--- config.mk ---
export PLATFORM = sky130hd
export DESIGN_NAME = axi_bram_writer_banked_flat
export DESIGN_NICKNAME = d
export VERILOG_FILES = /design/src/rtl/axi_bram_pkg.sv /design/src/rtl/axi_bram_writer_banked_if.sv /design/src/rtl/axi_bram_addr_decode.sv /design/src/rtl/axi_bram_writer_banked.sv /design/src/flat_wrapper.sv
export SDC_FILE = /design/constraint.sdc
export NUM_CORES = 1
export LEC_CHECK = 0
export ABC_AREA = 0
export ABC_CLOCK_PERIOD_IN_PS = 1800
export CELL_PAD_IN_SITES_DETAIL_PLACEMENT = 0
export CELL_PAD_IN_SITES_GLOBAL_PLACEMENT = 1
export CORE_AREA = 2 2 124 126
export DETAILED_ROUTE_END_ITERATION = 10
export DIE_AREA = 0 0 126 128
export HOLD_SLACK_MARGIN = 0.06
export PLACE_DENSITY_LB_ADDON = 0.1
export SYNTH_ARGS = -nofsm -noshare
export SYNTH_HDL_FRONTEND = slang
export SYNTH_HIERARCHICAL = 1
export SYNTH_SLANG_ARGS = --single-unit
--- constraint.sdc ---
create_clock -name aclk -period 1.8 [get_ports aclk]
set_clock_uncertainty 0.15 [all_clocks]
set_input_delay 0.36 -clock aclk [delete_from_list [all_inputs] [get_ports aclk]]
set_output_delay 0.36 -clock aclk [all_outputs]
set_load 0.02 [all_outputs]
--- src/rtl/axi_bram_pkg.sv ---
// Shared constants, types and helpers for the banked AXI4-Lite BRAM writer.
// Latency: none (package only).
// Backpressure: none (package only).
package axi_bram_pkg;

    localparam logic [1:0] RESP_OKAY   = 2'b00;
    localparam logic [1:0] RESP_SLVERR = 2'b10;

    // Ceiling log2 usable in constant expressions; clog2(1) = 0.
    function automatic int clog2(input int value);
        int r;
        r = 0;
        while ((1 << r) < value) begin
            r = r + 1;
        end
        return r;
    endfunction

    // Bank index width, never narrower than one bit so a single-bank build still has a signal.
    function automatic int bank_w(input int num_banks);
        return (clog2(num_banks) > 0) ? clog2(num_banks) : 1;
    endfunction

    typedef enum logic [1:0] {
        R_IDLE  = 2'd0,
        R_ISSUE = 2'd1,
        R_WAIT  = 2'd2,
        R_RESP  = 2'd3
    } rd_state_t;

endpackage

--- src/rtl/axi_bram_writer_banked_if.sv ---
// AXI4-Lite bundle between the PS interconnect and the banked BRAM writer.
// Latency: none (wiring only).
// Backpressure: carried by the ready/valid pairs of each channel.
interface axi_bram_writer_banked_if #(
    parameter int AXI_ADDR_WIDTH = 16,
    parameter int AXI_DATA_WIDTH = 32
);
    logic [AXI_ADDR_WIDTH-1:0]   awaddr;
    logic                        awvalid;
    logic                        awready;
    logic [AXI_DATA_WIDTH-1:0]   wdata;
    logic [AXI_DATA_WIDTH/8-1:0] wstrb;
    logic                        wvalid;
    logic                        wready;
    logic [1:0]                  bresp;
    logic                        bvalid;
    logic                        bready;
    logic [AXI_ADDR_WIDTH-1:0]   araddr;
    logic                        arvalid;
    logic                        arready;
    logic [AXI_DATA_WIDTH-1:0]   rdata;
    logic [1:0]                  rresp;
    logic                        rvalid;
    logic                        rready;

    modport slave (
        input  awaddr, awvalid, output awready,
        input  wdata, wstrb, wvalid, output wready,
        output bresp, bvalid, input bready,
        input  araddr, arvalid, output arready,
        output rdata, rresp, rvalid, input rready
    );

    modport master (
        output awaddr, awvalid, input awready,
        output wdata, wstrb, wvalid, input wready,
        input  bresp, bvalid, output bready,
        output araddr, arvalid, input arready,
        input  rdata, rresp, rvalid, output rready
    );
endinterface

--- src/rtl/axi_bram_addr_decode.sv ---
// Splits a byte address into BRAM word, bank index and an in-range flag.
// Latency: combinational.
// Backpressure: none.
module axi_bram_addr_decode
    import axi_bram_pkg::*;
#(
    parameter int AXI_DATA_WIDTH  = 32,
    parameter int AXI_ADDR_WIDTH  = 16,
    parameter int BRAM_ADDR_WIDTH = 10,
    parameter int NUM_BANKS       = 4
) (
    input  logic [AXI_ADDR_WIDTH-1:0]       addr,
    output logic [BRAM_ADDR_WIDTH-1:0]      word,
    output logic [bank_w(NUM_BANKS)-1:0]    bank,
    output logic                            in_range
);
    localparam int ADDR_LSB  = clog2(AXI_DATA_WIDTH / 8);
    localparam int BANK_BITS = clog2(NUM_BANKS);
    localparam int HI_LSB    = ADDR_LSB + BRAM_ADDR_WIDTH + BANK_BITS;

    logic [AXI_ADDR_WIDTH-1:0] hi_bits;

    assign word    = addr[ADDR_LSB +: BRAM_ADDR_WIDTH];
    // Everything above the bank field must be zero; the shift yields zero when no such bits exist.
    assign hi_bits = addr >> HI_LSB;

    generate
        if (BANK_BITS == 0) begin : g_single_bank
            assign bank = '0;
        end else begin : g_multi_bank
            assign bank = addr[ADDR_LSB + BRAM_ADDR_WIDTH +: BANK_BITS];
        end
    endgenerate

    // A non-power-of-two bank count leaves holes in the bank field that must also error.
    assign in_range = (hi_bits == '0) && (int'(bank) < NUM_BANKS);

endmodule

--- src/rtl/axi_bram_writer_banked.sv ---
// AXI4-Lite slave writing NUM_BANKS BRAM banks over a shared port; optional read-back (AXI_BRAM_WRITER_READBACK_EN).
// Latency: AW+W handshake -> we next cycle -> bvalid the cycle after; read-back rvalid 3 cycles after AR (1 when disabled).
// Backpressure: one AW and one W held; a held pair fires only once bvalid has drained; one read in flight.
module axi_bram_writer_banked
    import axi_bram_pkg::*;
#(
    parameter int AXI_DATA_WIDTH  = 32,
    parameter int AXI_ADDR_WIDTH  = 16,
    parameter int BRAM_ADDR_WIDTH = 10,
    parameter int NUM_BANKS       = 4
) (
    input  logic                                    aclk,
    input  logic                                    aresetn,
    axi_bram_writer_banked_if.slave                 s_axi,
    output logic                                    bram_porta_clk,
    output logic                                    bram_porta_rst,
    output logic [BRAM_ADDR_WIDTH-1:0]              bram_porta_addr,
    output logic [AXI_DATA_WIDTH-1:0]               bram_porta_wdata,
    output logic [NUM_BANKS*(AXI_DATA_WIDTH/8)-1:0] bram_porta_we,
    input  logic [NUM_BANKS*AXI_DATA_WIDTH-1:0]     bram_porta_rdata
);
    localparam int STRB_W = AXI_DATA_WIDTH / 8;
    localparam int BANK_W = bank_w(NUM_BANKS);

    // Write holding registers
    logic                       aw_full;
    logic                       w_full;
    logic [AXI_ADDR_WIDTH-1:0]  aw_addr;
    logic [AXI_DATA_WIDTH-1:0]  w_data;
    logic [STRB_W-1:0]          w_strb;
    logic                       bvalid_q;
    logic [1:0]                 bresp_q;
    logic                       wr_fire;

    logic [BRAM_ADDR_WIDTH-1:0] wr_word;
    logic [BANK_W-1:0]          wr_bank;
    logic                       wr_in_range;

    // Read path state
    rd_state_t                  rd_state;
    logic                       arready_q;
    logic                       rvalid_q;
    logic [1:0]                 rresp_q;
    logic [AXI_DATA_WIDTH-1:0]  rdata_q;

    assign bram_porta_clk   = aclk;
    assign bram_porta_rst   = ~aresetn;
    assign bram_porta_wdata = w_data;

    assign s_axi.awready = ~aw_full;
    assign s_axi.wready  = ~w_full;
    assign s_axi.bvalid  = bvalid_q;
    assign s_axi.bresp   = bresp_q;
    assign s_axi.arready = arready_q;
    assign s_axi.rvalid  = rvalid_q;
    assign s_axi.rresp   = rresp_q;
    assign s_axi.rdata   = rdata_q;

    // Holding both halves while the previous response is outstanding keeps the fire cycle isolated.
    assign wr_fire = aw_full & w_full & ~bvalid_q;

    axi_bram_addr_decode #(
        .AXI_DATA_WIDTH  (AXI_DATA_WIDTH),
        .AXI_ADDR_WIDTH  (AXI_ADDR_WIDTH),
        .BRAM_ADDR_WIDTH (BRAM_ADDR_WIDTH),
        .NUM_BANKS       (NUM_BANKS)
    ) u_wr_dec (
        .addr     (aw_addr),
        .word     (wr_word),
        .bank     (wr_bank),
        .in_range (wr_in_range)
    );

    // Capture AW and W independently; both holding slots free up on the fire cycle.
    always_ff @(posedge aclk or negedge aresetn) begin
        if (!aresetn) begin
            aw_full <= 1'b0;
            w_full  <= 1'b0;
            aw_addr <= '0;
            w_data  <= '0;
            w_strb  <= '0;
        end else begin
            if (wr_fire) begin
                aw_full <= 1'b0;
            end else if (s_axi.awvalid && !aw_full) begin
                aw_full <= 1'b1;
                aw_addr <= s_axi.awaddr;
            end
            if (wr_fire) begin
                w_full <= 1'b0;
            end else if (s_axi.wvalid && !w_full) begin
                w_full <= 1'b1;
                w_data <= s_axi.wdata;
                w_strb <= s_axi.wstrb;
            end
        end
    end

    // Write response: raised the cycle after the fire, held until the master takes it.
    always_ff @(posedge aclk or negedge aresetn) begin
        if (!aresetn) begin
            bvalid_q <= 1'b0;
            bresp_q  <= RESP_OKAY;
        end else if (wr_fire) begin
            bvalid_q <= 1'b1;
            bresp_q  <= wr_in_range ? RESP_OKAY : RESP_SLVERR;
        end else if (bvalid_q && s_axi.bready) begin
            bvalid_q <= 1'b0;
        end
    end

    // Byte enables steered onto the decoded bank's slice during the fire cycle only.
    always_comb begin
        bram_porta_we = '0;
        if (wr_fire && wr_in_range) begin
            for (int k = 0; k < NUM_BANKS; k++) begin
                if (wr_bank == BANK_W'(k)) begin
                    bram_porta_we[k*STRB_W +: STRB_W] = w_strb;
                end
            end
        end
    end

`ifdef AXI_BRAM_WRITER_READBACK_EN
    logic [AXI_ADDR_WIDTH-1:0]  ar_addr;
    logic [BRAM_ADDR_WIDTH-1:0] rd_word;
    logic [BANK_W-1:0]          rd_bank;
    logic                       rd_in_range;
    logic [AXI_DATA_WIDTH-1:0]  rd_slice;

    axi_bram_addr_decode #(
        .AXI_DATA_WIDTH  (AXI_DATA_WIDTH),
        .AXI_ADDR_WIDTH  (AXI_ADDR_WIDTH),
        .BRAM_ADDR_WIDTH (BRAM_ADDR_WIDTH),
        .NUM_BANKS       (NUM_BANKS)
    ) u_rd_dec (
        .addr     (ar_addr),
        .word     (rd_word),
        .bank     (rd_bank),
        .in_range (rd_in_range)
    );

    // A firing write owns the shared port; the read address goes out on the next free cycle.
    always_comb begin
        bram_porta_addr = wr_word;
        if (!wr_fire && rd_state == R_ISSUE) begin
            bram_porta_addr = rd_word;
        end
    end

    // Select the addressed bank's read data.
    always_comb begin
        rd_slice = '0;
        for (int k = 0; k < NUM_BANKS; k++) begin
            if (rd_bank == BANK_W'(k)) begin
                rd_slice = bram_porta_rdata[k*AXI_DATA_WIDTH +: AXI_DATA_WIDTH];
            end
        end
    end

    // Read FSM: issue address, wait one BRAM cycle, capture and hold the response.
    always_ff @(posedge aclk or negedge aresetn) begin
        if (!aresetn) begin
            rd_state  <= R_IDLE;
            arready_q <= 1'b1;
            rvalid_q  <= 1'b0;
            rresp_q   <= RESP_OKAY;
            rdata_q   <= '0;
            ar_addr   <= '0;
        end else begin
            case (rd_state)
                R_IDLE: begin
                    if (s_axi.arvalid) begin
                        ar_addr   <= s_axi.araddr;
                        arready_q <= 1'b0;
                        rd_state  <= R_ISSUE;
                    end
                end
                R_ISSUE: begin
                    if (!wr_fire) begin
                        rd_state <= R_WAIT;
                    end
                end
                R_WAIT: begin
                    rvalid_q <= 1'b1;
                    rdata_q  <= rd_in_range ? rd_slice : '0;
                    rresp_q  <= rd_in_range ? RESP_OKAY : RESP_SLVERR;
                    rd_state <= R_RESP;
                end
                R_RESP: begin
                    if (s_axi.rready) begin
                        rvalid_q  <= 1'b0;
                        arready_q <= 1'b1;
                        rd_state  <= R_IDLE;
                    end
                end
                default: begin
                    rd_state <= R_IDLE;
                end
            endcase
        end
    end
`else
    // Read-back is not built: the port only ever carries write addresses.
    logic unused_rd;
    assign unused_rd       = ^{bram_porta_rdata, s_axi.araddr};
    assign bram_porta_addr = wr_word;

    // Every read completes immediately with a zero payload and SLVERR.
    always_ff @(posedge aclk or negedge aresetn) begin
        if (!aresetn) begin
            rd_state  <= R_IDLE;
            arready_q <= 1'b1;
            rvalid_q  <= 1'b0;
            rresp_q   <= RESP_OKAY;
            rdata_q   <= '0;
        end else begin
            case (rd_state)
                R_IDLE: begin
                    if (s_axi.arvalid) begin
                        arready_q <= 1'b0;
                        rvalid_q  <= 1'b1;
                        rdata_q   <= '0;
                        rresp_q   <= RESP_SLVERR;
                        rd_state  <= R_RESP;
                    end
                end
                R_RESP: begin
                    if (s_axi.rready) begin
                        rvalid_q  <= 1'b0;
                        arready_q <= 1'b1;
                        rd_state  <= R_IDLE;
                    end
                end
                default: begin
                    rd_state <= R_IDLE;
                end
            endcase
        end
    end
`endif

endmodule

--- src/flat_wrapper.sv ---
// flat-port wrapper written by rule: the top's interface ports become plain ports
module axi_bram_writer_banked_flat import axi_bram_pkg::*;
#(
    parameter int AXI_DATA_WIDTH  = 32,
    parameter int AXI_ADDR_WIDTH  = 16,
    parameter int BRAM_ADDR_WIDTH = 10,
    parameter int NUM_BANKS       = 4
)
  (aclk, aresetn, bram_porta_clk, bram_porta_rst, bram_porta_addr, bram_porta_wdata, bram_porta_we, bram_porta_rdata, s_axi_awaddr, s_axi_awvalid, s_axi_awready, s_axi_wdata, s_axi_wstrb, s_axi_wvalid, s_axi_wready, s_axi_bresp, s_axi_bvalid, s_axi_bready, s_axi_araddr, s_axi_arvalid, s_axi_arready, s_axi_rdata, s_axi_rresp, s_axi_rvalid, s_axi_rready);
  axi_bram_writer_banked_if #(.AXI_ADDR_WIDTH(AXI_ADDR_WIDTH), .AXI_DATA_WIDTH(AXI_DATA_WIDTH)) s_axi_i ();
  input  logic aclk;
  input  logic aresetn;
  output logic bram_porta_clk;
  output logic bram_porta_rst;
  output logic [BRAM_ADDR_WIDTH-1:0] bram_porta_addr;
  output logic [AXI_DATA_WIDTH-1:0] bram_porta_wdata;
  output logic [NUM_BANKS*(AXI_DATA_WIDTH/8)-1:0] bram_porta_we;
  input  logic [NUM_BANKS*AXI_DATA_WIDTH-1:0] bram_porta_rdata;
  input wire logic [$bits(s_axi_i.awaddr)-1:0] s_axi_awaddr;
  input wire logic [$bits(s_axi_i.awvalid)-1:0] s_axi_awvalid;
  output wire logic [$bits(s_axi_i.awready)-1:0] s_axi_awready;
  input wire logic [$bits(s_axi_i.wdata)-1:0] s_axi_wdata;
  input wire logic [$bits(s_axi_i.wstrb)-1:0] s_axi_wstrb;
  input wire logic [$bits(s_axi_i.wvalid)-1:0] s_axi_wvalid;
  output wire logic [$bits(s_axi_i.wready)-1:0] s_axi_wready;
  output wire logic [$bits(s_axi_i.bresp)-1:0] s_axi_bresp;
  output wire logic [$bits(s_axi_i.bvalid)-1:0] s_axi_bvalid;
  input wire logic [$bits(s_axi_i.bready)-1:0] s_axi_bready;
  input wire logic [$bits(s_axi_i.araddr)-1:0] s_axi_araddr;
  input wire logic [$bits(s_axi_i.arvalid)-1:0] s_axi_arvalid;
  output wire logic [$bits(s_axi_i.arready)-1:0] s_axi_arready;
  output wire logic [$bits(s_axi_i.rdata)-1:0] s_axi_rdata;
  output wire logic [$bits(s_axi_i.rresp)-1:0] s_axi_rresp;
  output wire logic [$bits(s_axi_i.rvalid)-1:0] s_axi_rvalid;
  input wire logic [$bits(s_axi_i.rready)-1:0] s_axi_rready;
  assign s_axi_i.awaddr = s_axi_awaddr;
  assign s_axi_i.awvalid = s_axi_awvalid;
  assign s_axi_awready = s_axi_i.awready;
  assign s_axi_i.wdata = s_axi_wdata;
  assign s_axi_i.wstrb = s_axi_wstrb;
  assign s_axi_i.wvalid = s_axi_wvalid;
  assign s_axi_wready = s_axi_i.wready;
  assign s_axi_bresp = s_axi_i.bresp;
  assign s_axi_bvalid = s_axi_i.bvalid;
  assign s_axi_i.bready = s_axi_bready;
  assign s_axi_i.araddr = s_axi_araddr;
  assign s_axi_i.arvalid = s_axi_arvalid;
  assign s_axi_arready = s_axi_i.arready;
  assign s_axi_rdata = s_axi_i.rdata;
  assign s_axi_rresp = s_axi_i.rresp;
  assign s_axi_rvalid = s_axi_i.rvalid;
  assign s_axi_i.rready = s_axi_rready;
  axi_bram_writer_banked #(.AXI_DATA_WIDTH(AXI_DATA_WIDTH), .AXI_ADDR_WIDTH(AXI_ADDR_WIDTH), .BRAM_ADDR_WIDTH(BRAM_ADDR_WIDTH), .NUM_BANKS(NUM_BANKS)) u_core (.aclk(aclk), .aresetn(aresetn), .s_axi(s_axi_i), .bram_porta_clk(bram_porta_clk), .bram_porta_rst(bram_porta_rst), .bram_porta_addr(bram_porta_addr), .bram_porta_wdata(bram_porta_wdata), .bram_porta_we(bram_porta_we), .bram_porta_rdata(bram_porta_rdata));
endmodule
==> flow_summary.rst <==
.. list-table::
   :header-rows: 1

   * - Metric
     - Value
   * - Pre-CTS setup slack
     - -473 ps
   * - Die footprint
     - 16100 µm²
   * - Die Span Y
     - 128 µm
   * - Total number of vias
     - 1931
   * - Critical path capture point type
     - output pin
   * - Total placed cells including tap cells
     - 513
   * - Final Cycle Share
     - 120%
   * - Average instance area after synthesis
     - 13.8 µm²
   * - Worst min-delay path startpoint
     - u_core/s_axi.rresp[1]
   * - Footprint of the multi-input gates
     - 1240 µm²
   * - Unrepaired setup endpoints after global routing
     - true
   * - Number of nets still failing antenna checks after routing
     - 0
   * - Violations in the final reports
     - setup timing
   * - Clock tree from TritonCTS
     - yes
   * - Number of placed I/O pins
     - 304
   * - Worst-case headroom to the max-slew limit
     - 48.5%
   * - Chip width
     - 126 µm
   * - Standard cell core area
     - 14900 µm²
   * - Avg Vias per Cell
     - 3.61
   * - Static Leakage
     - 2.18 nW
   * - Worst Setup Slack, final
     - -357 ps
   * - Final-report setup violation count
     - 16
   * - Yosys warns
     - 6
   * - Start of the worst register-to-register path
     - u_core/w_full
   * - Category of the worst setup path launch point
     - register
   * - Layout cells sized above 1
     - 38.6%
   * - Final #Nets
     - 545
   * - Global-route wire length before repair
     - 11000 µm
   * - GRT Util Overall
     - 9.15%
   * - Drc violations
     - 0
   * - Most frequent standard cell in the layout excluding fill and tap cells
     - sky130_fd_sc_hd__clkdlybuf4s50_1
   * - Worst-margin pin slew
     - 772 ps
   * - Number of detailed-routing iterations run before antenna repair
     - 4
   * - Largest net degree at the start of global routing
     - 58
   * - Max Slew Vio Count
     - 0
   * - Fmax
     - 464 MHz
   * - Sequential cell area
     - 1430 µm²
   * - Maximum Capacitance Violations
     - 0
   * - Maximum fanout along the worst path
     - 8
   * - Register clock-pin slew on the reported worst setup and hold paths
     - 50 ps
   * - Standard-cell rows
     - 45
   * - Pwr per Cell Area
     - 1740 nW/µm²
   * - Class of the most critical setup path
     - reg -> out
   * - Number of DRC violations after detailed-routing iteration 0
     - 75
   * - Initial core utilization
     - 19.1%
   * - Total Wirelength
     - 7120 µm
   * - Non-filler instance count after layout
     - 535
   * - Outcome
     - finished, violations left
   * - Largest voltage drop on the vdd net
     - 0.552 mV
   * - Mapped Area
     - 2840 µm²
   * - Worst Setup SP
     - u_core/aw_addr[14]
   * - Power, Total
     - 0.00820 W
   * - Clk Latency, worst-skew pair
     - 440 ps
   * - Critical Path AT
     - 1650 ps
   * - Antenna violations before repair
     - 0
   * - Min cycle time layout
     - 2160 ps
   * - Port-buffer cells
     - 123
   * - Fillcell total
     - 1533
   * - Weighted congestion at the end of routability-driven global placement
     - 0.648
   * - Number of standard cells after synthesis
     - 206
   * - Data required time at the worst endpoint
     - 1290 ps
   * - Total grt overflow
     - 0
   * - Flip-flop count of the largest register after layout
     - 32
   * - Hold Fails Final Rpt
     - 0
   * - Leading cell types in the layout, fill and taps excluded
     - 56 x sky130_fd_sc_hd__clkdlybuf4s50_1, 54 x sky130_fd_sc_hd__dfrtp_1, 44 x sky130_fd_sc_hd__dlygate4sd2_1, 40 x sky130_fd_sc_hd__mux2_4, 34 x sky130_fd_sc_hd__conb_1
   * - HP Class
     - reg -> reg
   * - Area delta synth->final
     - 65.7%
   * - Vias in the first global route
     - 2017
   * - HPWL after detailed placement
     - 4890 µm
   * - Routed length per placed instance
     - 13.3 µm
   * - N_diodes
     - 0
==> layer usage <==
metal  up-vias  global-route usage, %  wire, µm
met5         -                      0         0
met4         0                   6.72       218
met3        14                   5.88      1060
met2       131                   11.0      2590
met1       898                   11.4      3250
li1        888                      -         -
==> worst paths after layout <==
kind | cells after the start | endpoint | slack, ps
setup / recovery | 5 | bram_porta_we[10] | -360
hold / removal | 1 | u_core/s_axi.rresp[1] | 310
setup reg to reg | 4 | u_core/bram_porta_wdata[8] | 220
hold reg to reg | 1 | u_core/s_axi.rresp[1] | 310
max in group asynchronous | 3 | u_core/aw_addr[13] | 450
min in group asynchronous | 3 | u_core/bram_porta_wdata[9] | 490
==> worst max-delay path, stage by stage (launching register included) <==
cell,delay [ps]
sky130_fd_sc_hd__dfrtp_1,400
sky130_fd_sc_hd__nor2_4,150
sky130_fd_sc_hd__nand4b_4,150
sky130_fd_sc_hd__buf_12,180
sky130_fd_sc_hd__nor3_2,150
sky130_fd_sc_hd__buf_4,170
==> power by group <==
group	switching (W)	internal (W)	total (W)	leakage (nW)
Clock	0.000671	0.00151	0.00218	0.196
Sequential	0.000421	0.00192	0.00235	0.659
Combinational	0.00184	0.00183	0.00367	1.33
==> per-stage QoR <==
stage	hold WS [ps]	utilization (%)	TNS (ps)	cell area [µm²]
2_1_floorplan	-85.6	-	-1960	2960
3_3_place_gp	291	27.9	-11000	4140
3_5_place_dp	307	27.9	-11090	4140
4_1_cts	302	29.9	-5710	4440
5_1_grt	321	31.6	-6880	4700
6_report	311	31.6	-5310	4700
==> cell type report <==
class                      instances  share of cell area [%]
clock buffer                      18                    7.67
clock inverter                     2                   0.745
inverter                          11                   0.878
multi-input combinational        117                    26.4
sequential                        57                    30.4
tap                              188                    5.00
timing repair buffer             142                    28.9
==> timing repair <==
action,CTS,global route
endpoints found under the setup margin,65,18
pin swaps,0,11
endpoints found under the hold margin,56,0
resized for setup,153,56
hold buffers,1,0
buffers inserted,0,1
cloned,0,1
Power figures use the tool's default switching activity.
